==> config.mk <==
export PLATFORM = sky130hd
export DESIGN_NAME = fetch_queue
export DESIGN_NICKNAME = d
export VERILOG_FILES = /design/src/rtl/fetch_queue.sv
export SDC_FILE = /design/constraint.sdc
export NUM_CORES = 1
export LEC_CHECK = 0
export ABC_AREA = 1
export CORE_MARGIN = 4
export CORE_UTILIZATION = 30
export DETAILED_ROUTE_END_ITERATION = 10
export PLACE_DENSITY = 0.5
export SYNTH_ARGS = -nofsm -noshare
export SYNTH_HDL_FRONTEND = slang
export SYNTH_SLANG_ARGS = --single-unit
==> constraint.sdc <==
create_clock -name clk -period 2.2 [get_ports clk]
set_input_delay 0.33 -clock clk [delete_from_list [all_inputs] [get_ports clk]]
set_output_delay 0.33 -clock clk [all_outputs]
set_load 0.005 [all_outputs]
==> src/rtl/fetch_queue.sv <==
// Circular FIFO of {pc, instr} pairs between fetch and decode/rename.
// Valid/ready on both sides; a synchronous flush discards every queued entry.
module fetch_queue #(
  parameter int ADDR_WIDTH  = 12,
  parameter int INSTR_WIDTH = 32,
  parameter int DEPTH       = 4,
  parameter int CNT_WIDTH   = $clog2(DEPTH) + 1
) (
  input  logic                   clk,
  input  logic                   reset_n,
  input  logic                   flush,
  input  logic                   enq_valid,
  output logic                   enq_ready,
  input  logic [ADDR_WIDTH-1:0]  enq_pc,
  input  logic [INSTR_WIDTH-1:0] enq_instr,
  output logic                   deq_valid,
  input  logic                   deq_ready,
  output logic [ADDR_WIDTH-1:0]  deq_pc,
  output logic [INSTR_WIDTH-1:0] deq_instr,
  output logic [CNT_WIDTH-1:0]   count
);

  localparam int PTR_WIDTH = $clog2(DEPTH);

  typedef struct packed {
    logic [ADDR_WIDTH-1:0]  pc;
    logic [INSTR_WIDTH-1:0] instr;
  } entry_t;

  entry_t                mem_q [DEPTH];
  entry_t                mem_d [DEPTH];
  logic [PTR_WIDTH-1:0]  rd_ptr_q, rd_ptr_d;
  logic [PTR_WIDTH-1:0]  wr_ptr_q, wr_ptr_d;
  logic [CNT_WIDTH-1:0]  count_q, count_d;
  logic                  enq_fire, deq_fire;

  // Handshake status comes only from state, so there is no enq-to-deq path.
  assign enq_ready = (count_q != CNT_WIDTH'(DEPTH));
  assign deq_valid = (count_q != '0);
  assign deq_pc    = mem_q[rd_ptr_q].pc;
  assign deq_instr = mem_q[rd_ptr_q].instr;
  assign count     = count_q;

  assign enq_fire = enq_valid && enq_ready && !flush;
  assign deq_fire = deq_valid && deq_ready && !flush;

  // NOTE: combinational blocks use blocking '=' and assign every output a
  // default first, so no latch is inferred; flops below use only '<='.
  always_comb begin
    mem_d    = mem_q;
    rd_ptr_d = rd_ptr_q;
    wr_ptr_d = wr_ptr_q;
    count_d  = count_q;
    if (flush) begin
      rd_ptr_d = '0;
      wr_ptr_d = '0;
      count_d  = '0;
    end else begin
      if (enq_fire) begin
        mem_d[wr_ptr_q] = '{pc: enq_pc, instr: enq_instr};
        wr_ptr_d        = wr_ptr_q + PTR_WIDTH'(1);
      end
      if (deq_fire) begin
        rd_ptr_d = rd_ptr_q + PTR_WIDTH'(1);
      end
      unique case ({enq_fire, deq_fire})
        2'b10:   count_d = count_q + CNT_WIDTH'(1);
        2'b01:   count_d = count_q - CNT_WIDTH'(1);
        default: count_d = count_q;
      endcase
    end
  end

  // NOTE: the entry array is reset as well, because deq_pc/deq_instr must
  // read as zero after reset before anything has been written.
  always_ff @(posedge clk or negedge reset_n) begin
    if (!reset_n) begin
      for (int i = 0; i < DEPTH; i++) mem_q[i] <= '0;
      rd_ptr_q <= '0;
      wr_ptr_q <= '0;
      count_q  <= '0;
    end else begin
      mem_q    <= mem_d;
      rd_ptr_q <= rd_ptr_d;
      wr_ptr_q <= wr_ptr_d;
      count_q  <= count_d;
    end
  end

endmodule

==> results.toml <==
[outcome]
run_status = "finished, violations left"
violations = "setup timing"

[setup_path]
r2r_cells = 13
cp.required_ns = 1.87
critical_path.startpoint = "rd_ptr_q[0]"
critPathMaxFanout = 14
endpoint_kind = "primary output"
critical_path_arrival_ns = 1.98
r2r_end = "count[2]"
critical_path.endpoint = "deq_instr[9]"
r2r-start = "count[1]"
r2r_setup_slack_ns = 0.23
worst-setup-path-type = "reg2out"
cp-start-kind = "flop"

[placement]
placed_cell_area_um2 = 9519
place.port_buffers = 97
gp_congestion = 0.7757
hpwl_mm = 13.28
pre_cts_ws_ns = 0.1642
dpl.cell_count = 1311

[run]
cap_viol_max_count = 0

[clock_network]
clockBufferDepth = 2
cts_tree = "built"
cts_buffers = 17
clk_pin_slew_worst_paths_ns = 0.08
htree_levels = 4
insertion_delay_ns = 0.42
cts_num_sinks = 183
root_buffer = "clkbuf_16"

[timing]
finalHoldViolCount = 0
worstMarginPinSlew_ns = 0.4960
grt_setup_unrepaired = "true"
fin_crit_sh_pct = 105.0
fin_ws_ns = -0.1102
hold_ws_ns = 0.3940
slew_headroom_pct = 66.93
tns_ns = -0.4798
fmaxAchievable_mhz = 432.9
setup_viol = 8
clock_skew_ns = 0.009057
drv_slew = 0
fin_crit_ns = 2.310

[detailed_routing]
dr.pass1.iters = 5
ant_nets = 0
wire_per_inst_um = 16.53
drt_iter0_drc = 372
vias = 6456
routed_wl_mm = 22.48
viasPerCell = 4.747
drc = 0

[logic_synthesis]
yosysTopAreaCellShare_pct = 56.71
synth_cell_types = 22
synth_top_family_by_area = "compound AO/OA/AOI/OAI gates"
syn_avg_cell_area_um2 = 8.816
yosys.area.top_type = "dfrtp_1"
synth-compound-area-share_pct = 20.98
yosysWarnings = 0
synth_ff_type = "dfrtp_1"
syn_area_um2 = 8075
async_flop_share_pct = 100.0
synth.mux.area_fraction_pct = 0
synthCells = 916
yosys.area_share.simple_pct = 14.50
synthTopCellsByArea = "dfrtp_1, o21ai_0, nand2_1"
syn_nets = 970
synth_most_common_cell = "o21ai_0"
yosysSeqAreaShare_pct = 56.71
ys_ff_latch = 183
synth_fa_ha_area_share_pct = 0.8677
synth_edf_count = 0
yosys-top-cells-count = "o21ai_0, nand2_1, dfrtp_1"
synth-xor-area-share_pct = 0.1085

[layout]
multi_input_area_um2 = 3063
fillers = 2675
regArea_um2 = 4581
fin_cells = 1360
postLayoutCoreUtil_pct = 39.75
fin_area_um2 = 10450
num_antenna_cells = 0
nNetsFinal = 1066
drive_above_1_share_pct = 13.95
syn2layout_area_growth_pct = 29.38

[floorplan]
start_util_pct = 30.73
design.core.area_um2 = 26280
rows = 59
dieArea_um2 = 29610
die_height_um = 172.1
ios = 98
die_w_um = 172.1

[pwr]
ir_drop_mv = 0.5300
p_per_area_nw_per_um2 = 1298
power_mw = 13.56
p_leak_nw = 5.006

[grt]
gr-total-overflow = 0
antenna_found_initial = 1
grt_pass1_vias = 6525
grt_pass1_wl_mm = 36.11
grt_max_degree = 61
track_usage_pct = 15.57

[worst_hold_path]
hold_class = "in2async"
registers in the layout, summed over array words and instances, names as in the netlist:
name      flops
wr_ptr_q      2
rd_ptr_q      2
mem_q       176
count         3
cell families after synthesis:
group / Yosys count
buffers and inverters: 117
and+or+nand+nor: 295
DFF: 183
adders and majority gates: 5
AOI/OAI and AO/OA: 315
xor gates and xnor gates: 1
layout by cell type, fill, tap and decap left out, types with 5 or more instances in the layout:
cell type        synthesis  routed
o21ai_0                236     213
nand2_1                195     195
dfrtp_1                183     182
nor2_1                  89      79
clkdlybuf4s50_1          0      54
inv_1                   52      51
o22ai_1                 44      36
o21ai_1                 15      31
o21ai_2                 16      22
clkbuf_16                0      18
dlygate4sd2_1            0      17
buf_12                   0      17
buf_4                    0      15
clkbuf_2                 0      12
nor2_2                   0       8
o22ai_2                  0       8
nand2_4                  5       5
clkdlybuf4s15_1          0       5
critical path, stage by stage, from the launching register on:
cell	delay, ns
dfrtp_2	0.45
buf_4	0.15
buf_4	0.15
buf_12	0.16
o21ai_0	0.24
o22ai_2	0.13
dlygate4sd2_1	0.28
layout make-up:
type                            count  share of cell area [%]
Sequential cell                   183                   43.84
Multi-Input combinational cell    616                   29.32
Timing Repair Buffer              140                   14.93
Clock buffer                       17                   4.072
Tap cell                          335                   4.012
Inverter                           54                   2.036
Clock inverter                     15                   1.784
report_power, final:
| group | leakage [nW] | internal (mW) | switching [mW] |
|---|---|---|---|
| Sequential | 2.35 | 4.74 | 0.775 |
| Clock | 0.299 | 1.73 | 1.47 |
| Combinational | 2.36 | 2.33 | 2.52 |
timing repair:
| item | 4_1_cts | 5_1_grt |
|---|---|---|
| gates resized for setup | 67 | 80 |
| gates cloned | 5 | 1 |
| hold buffers | 1 | 0 |
| buffers inserted | 4 | 7 |
| endpoints found under the setup margin | 44 | 32 |
| pin swaps | 7 | 7 |
| hold endpoints to repair | 42 | 0 |
worst min-delay path by stage:
stage                       endpoint     from  cells past startpoint
after floorplan             count[0]  reset_n                      0
after global placement    mem_q[171]  reset_n                      1
after detailed placement  mem_q[171]  reset_n                      1
after CTS                 mem_q[171]  reset_n                      2
after global routing      mem_q[171]  reset_n                      2
final                     mem_q[171]  reset_n                      2
per-layer routing:
metal	up-vias	global-route usage [%]	share of wire (%)
li1	3225	-	-
met1	3119	21.72	49
met2	103	25.23	47
met3	9	3.475	3.9
met4	0	2.973	0.59
met5	-	0	0
Power figures use the tool's default switching activity.
